`src/rtl/multdiv_ctrl.sv`:
```
// Sequencer for the iterative multiply and divide datapaths.
// Decodes start pulses, latches operands, strobes the datapaths for a fixed
// number of iterations, then registers the selected result with a ready pulse.
module multdiv_ctrl #(
  parameter int MULT_ITERS = 16,
  parameter int DIV_ITERS  = 32,
  parameter int CNT_W      = 6
) (
  input  logic        clock,
  input  logic        reset_n,
  input  logic        ctrl_MULT,
  input  logic        ctrl_DIV,
  input  logic [31:0] data_operandA,
  input  logic [31:0] data_operandB,
  output logic [31:0] dp_operandA,
  output logic [31:0] dp_operandB,
  output logic        mult_load,
  output logic        mult_enable,
  output logic        div_load,
  output logic        div_enable,
  input  logic [31:0] mult_result,
  input  logic        mult_exception,
  input  logic [31:0] div_result,
  input  logic        div_exception,
  output logic [31:0] data_result,
  output logic        data_exception,
  output logic        data_resultRDY
);

  typedef enum logic [2:0] {
    IDLE,
    MRUN,
    DRUN,
    CAPT_M,
    CAPT_D
  } ctrlState_t;

  localparam logic [CNT_W-1:0] multLast = CNT_W'(MULT_ITERS - 1);
  localparam logic [CNT_W-1:0] divLast  = CNT_W'(DIV_ITERS - 1);

  ctrlState_t       state, stateNext;
  logic [CNT_W-1:0] count, countNext;
  logic [31:0]      opA, opB;
  logic             startM, startD, anyStart;
  logic             captM, captD;

  // Start decode: a simultaneous MULT and DIV keeps the MULT and drops the DIV.
  assign startM   = ctrl_MULT;
  assign startD   = ctrl_DIV & ~ctrl_MULT;
  assign anyStart = startM | startD;

  // Load strobes pass straight through so the datapath loads on the start edge.
  assign mult_load   = startM;
  assign div_load    = startD;
  assign mult_enable = (state == MRUN);
  assign div_enable  = (state == DRUN);

  // Operands reach the datapath in the start cycle, then come from the latches.
  assign dp_operandA = anyStart ? data_operandA : opA;
  assign dp_operandB = anyStart ? data_operandB : opB;

  // Next-state and iteration count; a start from any state restarts the sequence.
  always_comb begin
    // NOTE: every signal assigned here gets a default first so no path leaves it unassigned, which would infer a latch.
    stateNext = state;
    countNext = count;
    captM     = 1'b0;
    captD     = 1'b0;
    if (startM) begin
      stateNext = MRUN;
      countNext = '0;
    end else if (startD) begin
      stateNext = DRUN;
      countNext = '0;
    end else begin
      unique case (state)
        MRUN: begin
          if (count == multLast) begin
            stateNext = CAPT_M;
            countNext = '0;
          end else begin
            countNext = count + 1'b1;
          end
        end
        DRUN: begin
          if (count == divLast) begin
            stateNext = CAPT_D;
            countNext = '0;
          end else begin
            countNext = count + 1'b1;
          end
        end
        CAPT_M: begin
          stateNext = IDLE;
          captM     = 1'b1;
        end
        CAPT_D: begin
          stateNext = IDLE;
          captD     = 1'b1;
        end
        default: stateNext = IDLE;
      endcase
    end
  end

  // State, counter and operand latches.
  always_ff @(posedge clock or negedge reset_n) begin
    if (!reset_n) begin
      state <= IDLE;
      count <= '0;
      opA   <= '0;
      opB   <= '0;
    end else begin
      // NOTE: sequential state uses non-blocking assignments so every register samples pre-edge values.
      state <= stateNext;
      count <= countNext;
      if (anyStart) begin
        opA <= data_operandA;
        opB <= data_operandB;
      end
    end
  end

  // Result register and one-cycle ready pulse, loaded only from an uninterrupted capture.
  always_ff @(posedge clock or negedge reset_n) begin
    if (!reset_n) begin
      data_result    <= '0;
      data_exception <= 1'b0;
      data_resultRDY <= 1'b0;
    end else begin
      data_resultRDY <= captM | captD;
      if (captM) begin
        data_result    <= mult_result;
        data_exception <= mult_exception;
      end else if (captD) begin
        data_result    <= div_result;
        data_exception <= div_exception;
      end
    end
  end

endmodule

```
`config.mk`:
```
export PLATFORM = sky130hd
export DESIGN_NAME = multdiv_ctrl
export DESIGN_NICKNAME = d
export VERILOG_FILES = /design/src/rtl/multdiv_ctrl.sv
export SDC_FILE = /design/constraint.sdc
export NUM_CORES = 1
export LEC_CHECK = 0
export ABC_AREA = 1
export CORE_ASPECT_RATIO = 1.4
export CORE_MARGIN = 2
export CORE_UTILIZATION = 40
export CTS_BUF_LIST = sky130_fd_sc_hd__clkbuf_8 sky130_fd_sc_hd__clkbuf_16
export DETAILED_ROUTE_END_ITERATION = 10
export PLACE_DENSITY = 0.86
export SYNTH_ARGS = -nofsm -noshare
export SYNTH_HDL_FRONTEND = slang
export SYNTH_SLANG_ARGS = --single-unit
```
`constraint.sdc`:
```
create_clock -name clock -period 2.1 [get_ports clock]
set_clock_uncertainty 0.2 [all_clocks]
set_input_delay 0.21 -clock clock [delete_from_list [all_inputs] [get_ports clock]]
set_output_delay 0.21 -clock clock [all_outputs]
set_load 0.01 [all_outputs]
```
==> results of run 1 <==
-- state kept, by name (all words and copies together), names as in the netlist --
| register | flops |
|---|---|
| opA | 32 |
| data_resultRDY | 1 |
| count | 6 |
| data_exception | 1 |
| data_result | 32 |
| state | 3 |
| opB | 32 |
-- worst max-delay path, stage by stage --
cell and delay [ns]:
dlygate4sd2_1 0.28, nor2_4 0.06, buf_12 0.13, inv_4 0.08
buf_12 0.16, nand2_1 0.06, nand2_1 0.09, clkdlybuf4s50_1 0.54
-- cell type report --
class	count	area, um^2
repair buffers	276	2730
inverters	13	51.3
multi-input cells	381	1730
fillers	887	3690
clock buffers	10	239
flip-flops and latches	107	2680
clock inverters	6	41.3
well taps	144	180
-- through the flow --
step                cells  setup WS, ns  cell area [um^2]  total power [mW]
finish                937        0.0459              7650              5.64
detailed placement    915        -0.247              7310              4.14
floorplan             540         0.587              4660              3.07
global placement      915        -0.206              7310              4.09
CTS                   934      -0.00176              7580              5.68
global route          937      -0.00440              7650              5.93
-- layer usage --
layer  track usage  vias to the layer above  part of all wire
met4         0.114                        0             0.042
met5             0                        -                 0
met1         0.266                     2207              0.38
met2         0.399                      212              0.52
met3        0.0356                       47             0.057
li1              -                     2279                 -
-- where the power goes --
group | switching [mW] | leakage (nW) | internal [mW]
Sequential | 0.139 | 1.31 | 2.35
Combinational | 0.697 | 2.23 | 0.880
Clock | 0.737 | 0.136 | 0.837
-- what timing repair did --
| action | in CTS | in global routing |
|---|---|---|
| cloned | 1 | 1 |
| resized for setup | 63 | 7 |
| hold buffers | 1 | 0 |
| setup endpoints to repair | 66 | 9 |
| buffers inserted | 1 | 2 |
| hold endpoints to repair | 39 | 0 |
| pin swaps | 1 | 1 |
-- kinds of logic after synthesis --
group           after synthesis
simple gates                268
compound gates              112
flops                       107
buf+inv                      52
fa+ha+maj                     1
-- path summary, 6_finish.rpt --
| kind | start | to | slack (ns) | cells after the start |
|---|---|---|---|---|
| max in group asynchronous | reset_n | state[1] | 0.90 | 3 |
| worst min-delay path | reset_n | data_result[25] | 0.16 | 2 |
| worst max register to register | count[0] | count[0] | 0.44 | 8 |
| worst max-delay path | ctrl_MULT | dp_operandA[9] | 0.05 | 8 |
| min in group clock | ctrl_DIV | state[0] | 0.18 | 3 |
| worst min register to register | opA[17] | opA[17] | 0.27 | 2 |
-- cells in the mapped netlist --
library cell  count  share of area
a21oi_1           8         0.0086
a31oi_1          33          0.044
buf_1             1        0.00080
buf_2            17          0.018
buf_4             3         0.0048
buf_6             4         0.0097
clkbuf_1         14          0.011
dfrtp_1         107           0.57
ha_1              1         0.0027
inv_1            11         0.0089
inv_2             2         0.0016
nand2_1         216           0.17
nand2_2           1         0.0013
nand3_1          38          0.041
nand3_2           2         0.0043
nand3b_1          1         0.0016
nand4_4           1         0.0046
nor2_1            7         0.0056
nor2_4            2         0.0048
o21ai_0           8         0.0086
o21ai_1          61          0.066
o21bai_1          1         0.0016
o2bb2ai_1         1         0.0019
==> key figures, run 1 <==
STA
  • Hold Vio Cnt, Final: 0
  • Setup TNS: 0 ns
  • Least-Margin Pin Slew: 0.435 ns
  • Worst hold margin: 0.157 ns
  • Max Transition Viols Final: 0
  • Fin crit share: 0.978
  • Min Tclk post-route: 2.05 ns
  • Slew margin rel.: 0.710
  • Finish-stage setup viols: 0
  • Upper clock frequency limit: ~490 MHz

Synth
  • Area share of fa/ha/maj cells after synthesis: 0.00268
  • Gate Count Post-Synth: 540
  • Simple-Gate Fraction of Synth Area: 0.237
  • Post-Synth XOR/XNOR Area: 0
  • Mapped cell area: 0.00466 mm^2
  • Syn Area/Cell: 8.63 um^2
  • Synthesized Nets: 675
  • Post-synthesis cell type count: 23
  • Multiplexer share of the synthesized area: 0
  • Synth Area in Compound Gates: 0.130
  • Largest family of logic cells by synthesized area: simple AND/OR/NAND/NOR gates
  • YS warnings: 0
  • Yosys reg bits: 107
  • Sequential area share after synthesis: 0.574

Final layout
  • Nets@finish: 923
  • Antenna fix cells: 0
  • Most frequent cells in the layout: nand2_1, clkdlybuf4s50_1, dfrtp_1
  • Area grow syn2layout: 64.1%
  • Share of layout cells above drive strength 1: 0.0858
  • Commonest non-fill, non-tap cell in the layout: nand2_1
  • Util after Layout: 0.675

Drt
  • Drt initial violations: roughly 250
  • Drt pass-1 iters: 5
  • Via density per instance: 5.06
  • DR DRC count: 0
  • Post-Route WL: about 15 mm
  • Post-route ant nets: 0
  • DR WL/cell: 15.8 um
  • Via count: 4,745

Status
  • Status: complete, no violations

GRT
  • Vias in the first global route: around 4,800
  • Antenna violations before repair: 0
  • Largest net degree at the start of global routing: 54
  • Gr usage total: 0.229
  • First-pass GRT wire length: 22.9 mm
  • Remaining Overflow, GRT: 0

Placement
  • Placer Congestion: 0.824
  • Hpwl dp: 10.4 mm
  • Buffers on Ports: approximately 240

Die
  • I/O Pins: roughly 240
  • Row Count: 46
  • Die Wd: approximately 95 um
  • CORE AREA: 0.0113 mm^2
  • Die height: about 130 um
  • DIE AREA: 0.0125 mm^2
  • Initial Util: 0.411

Critical path
  • Critical Setup Path Class: in2out
  • CP Capture Type: primary output
  • Worst-path maximum fanout: 23
  • Crit path launch type: input port
  • Crit path DAT: 1.64 ns
  • Worst EP required: 1.69 ns

Clock network
  • CTS root buf: clkbuf_16
  • Worst-Skew Late Latency: 0.33 ns
  • Clock slew at reported path FFs: 0.07 ns
  • CTS Buf Count: 9
  • Clock sinks: 107
  • H-tree depth: 3
  • Clock tree buffer depth: 2
  • CTS tree: yes

Pwr
  • Max VDD drop: 0.456 mV
  • Leak pwr: 3.68 nW
  • Power per cell area: 737 mW/mm^2

Hold path
  • Worst min-delay path class: in2async

Job
  • Max cap viols: 0
(Power assumes the default switching activity.)
==> run 2, diff against run 1 <==
--- a/config.mk
+++ b/config.mk
@@ -11,7 +11,7 @@
 export CORE_UTILIZATION = 40
 export CTS_BUF_LIST = sky130_fd_sc_hd__clkbuf_8 sky130_fd_sc_hd__clkbuf_16
 export DETAILED_ROUTE_END_ITERATION = 10
-export PLACE_DENSITY = 0.86
+export PLACE_DENSITY = 0.8
 export SYNTH_ARGS = -nofsm -noshare
 export SYNTH_HDL_FRONTEND = slang
 export SYNTH_SLANG_ARGS = --single-unit
==> run 2 against run 1 <==
  * Sequential power hardly changed
  * Clock power is essentially flat
  * Flip-flop and latch count unchanged
  * Power grew 0.62%
  * First-iteration DRC count shrank 30%
  * Sequential share of layout area shrank 0.35 points
  * Critical path depth decreased by 2
  * Critical endpoint is now dp_operandB[22]
==> key figures, run 2 (synthesis results as in run 1) <==
Status
  • Status: complete, no violations

GRT
  • First-pass GRT wire length: 23.0 mm (+0.48%)
  • Gr usage total: 0.231 (+0.00175)
  • Remaining Overflow, GRT: 0 (unchanged)
  • Antenna violations before repair: 0 (unchanged)
  • Largest net degree at the start of global routing: 40 (-26%)
  • Vias in the first global route: 4,777 (-0.83%)

Critical path
  • Worst r2r src: state[0]
  • CP bufs+invs: 3 (-2)
  • Worst R2R Path Depth: 7 (-1)
  • Slowest stage cell, crit path: clkdlybuf4s50_1
  • CP Capture Type: primary output
  • Reg-to-Reg End: data_result[6]
  • R2R setup slack: 0.36 ns (-0.08 ns)
  • Top delay family on crit path: buffers and inverters
  • Crit path launch type: input port
  • Worst-path maximum fanout: 24 (+4.3%)
  • Crit path depth: 6 (-2)
  • Most frequent CP cell: nand2_1
  • Crit path from: ctrl_MULT
  • Worst EP required: 1.69 ns (about the same)
  • Slowest stage delay, CP: 0.58 ns (+0.04 ns)
  • Crit path DAT: 1.63 ns (about the same)
  • Crit-path cells: dlygate4sd2_1 -> nor2_4 -> buf_12 -> nand2_1 -> nand2_1 -> clkdlybuf4s50_1
  • Worst setup path endpoint: dp_operandB[22]
  • Critical Setup Path Class: in2out

STA
  • Max Transition Viols Final: 0 (unchanged)
  • Upper clock frequency limit: 490 MHz (+0.61%)
  • Least-Margin Pin Slew: 0.530 ns (+0.0947 ns)
  • Fin crit share: 0.972 (-0.00593)
  • Hold Vio Cnt, Final: 0 (unchanged)
  • Finish-stage setup viols: 0 (unchanged)
  • Slew margin rel.: 0.647 (-0.0631)
  • Setup TNS: 0 ns (unchanged)
  • Min Tclk post-route: 2.04 ns (-0.0125 ns)
  • Worst hold margin: 0.189 ns (+0.0312 ns)

Final layout
  • Commonest non-fill, non-tap cell in the layout: nand2_1
  • Final instance area: 0.00772 mm^2 (+0.97%)
  • Antenna fix cells: 0 (unchanged)
  • Final Non-Filler Cells: 941 (+0.43%)
  • Nets@finish: 927 (+0.43%)
  • Area grow syn2layout: 65.7%
  • Share of layout cells above drive strength 1: 0.0878 (+0.00208)
  • Largest regs: data_result (32), opA (32), opB (32)
  • Most frequent cells in the layout: nand2_1, clkdlybuf4s50_1, dfrtp_1

Clock network
  • H-tree depth: 3 (unchanged)
  • Clock sinks: 107 (unchanged)
  • Clock slew at reported path FFs: 0.07 ns (about the same)
  • CTS Buf Count: 9 (unchanged)
  • Clock tree buffer depth: 2 (unchanged)
  • CTS tree: yes
  • Worst-Skew Late Latency: 0.34 ns (about the same)
  • CTS root buf: clkbuf_16

Drt
  • Via count: 4,765 (+0.42%)
  • DR DRC count: 0 (unchanged)
  • Post-Route WL: 14.6 mm (-1.5%)
  • Drt initial violations: 173 (-30%)
  • Via density per instance: 5.06 (about the same)
  • Drt pass-1 iters: 4 (-1)
  • Post-route ant nets: 0 (unchanged)
  • DR WL/cell: 15.5 um (-2.0%)

Placement
  • Cell Area, Placed: 0.00737 mm^2 (+0.92%)
  • Placed Cells: 919 (+0.44%)
  • Buffers on Ports: 235 (unchanged)
  • Placer Congestion: 0.839 (+1.8%)
  • Hpwl dp: 10.4 mm (+0.16%)

Pwr
  • Leak pwr: 3.68 nW (about the same)
  • Power per cell area: 735 mW/mm^2 (-0.34%)
  • Max VDD drop: 0.394 mV (-14%)

Die
  • Die Wd: 95.2 um (unchanged)
  • Initial Util: 0.411 (unchanged)
  • Die height: 132 um (unchanged)
  • Row Count: 46 (unchanged)
  • DIE AREA: 0.0125 mm^2 (unchanged)
  • I/O Pins: 236 (unchanged)
  • CORE AREA: 0.0113 mm^2 (unchanged)

Hold path
  • Worst min-delay path class: in2async

Job
  • Max cap viols: 0 (unchanged)
-- run 2: worst register-to-register path: stages (launching register included) --
cell and delay [ns]:
dfrtp_1 0.42, buf_4 0.23, inv_1 0.13, nand4_4 0.13
nand2_2 0.11, buf_4 0.20, o21ai_1 0.10, o21ai_1 0.13
-- run 2: cell type report --
cell class,instances,area (um^2)
clock buffers,10,239
clock inverters,6,38.8
fillers,917,3620
inverters,13,51.3
multi-input cells,381,1730
flip-flops and latches,107,2680
well taps,144,180
repair buffers,280,2810
-- run 2: repair_timing --
item / in CTS / in global routing
hold buffers: 1 / 0
cloned: 2 / 0
pin swaps: 0 / 1
endpoints found under the setup margin: 66 / 18
endpoints found under the hold margin: 37 / 0
gates resized for setup: 54 / 2
setup buffers: 2 / 1
-- run 2: routing by layer --
metal	GRT usage	part of all wire	wire length (um)
met5	0	0	0
met4	0.0862	0.028	410
met3	0.0476	0.079	1150
met2	0.408	0.53	7700
met1	0.269	0.36	5320
-- run 2: worst min-delay path by stage --
| stage | slack, ns | start | end | cells past startpoint |
|---|---|---|---|---|
| after floorplan | -0.29 | reset_n | count[0] | 0 |
| after global placement | 0.03 | reset_n | opB[23] | 1 |
| after detailed placement | 0.03 | reset_n | opB[23] | 1 |
| after CTS | 0.21 | reset_n | opB[23] | 2 |
| after global routing | 0.22 | ctrl_DIV | state[0] | 3 |
| final | 0.19 | reset_n | opB[23] | 2 |
-- run 2: per-stage QoR --
step                worst slack [ns]  total power [mW]  utilization
finish                        0.0584              5.67        0.681
global route                -0.00840              5.96        0.681
CTS                          0.00888              5.73        0.680
detailed placement            -0.236              4.17        0.650
global placement              -0.181              4.11        0.650
floorplan                      0.587              3.07            -
-- run 2: power by group --
part	leakage [nW]	internal, mW	switching (mW)
clock network	0.140	0.837	0.739
registers	1.31	2.35	0.137
logic	2.23	0.908	0.704
total	3.68	4.09	1.58
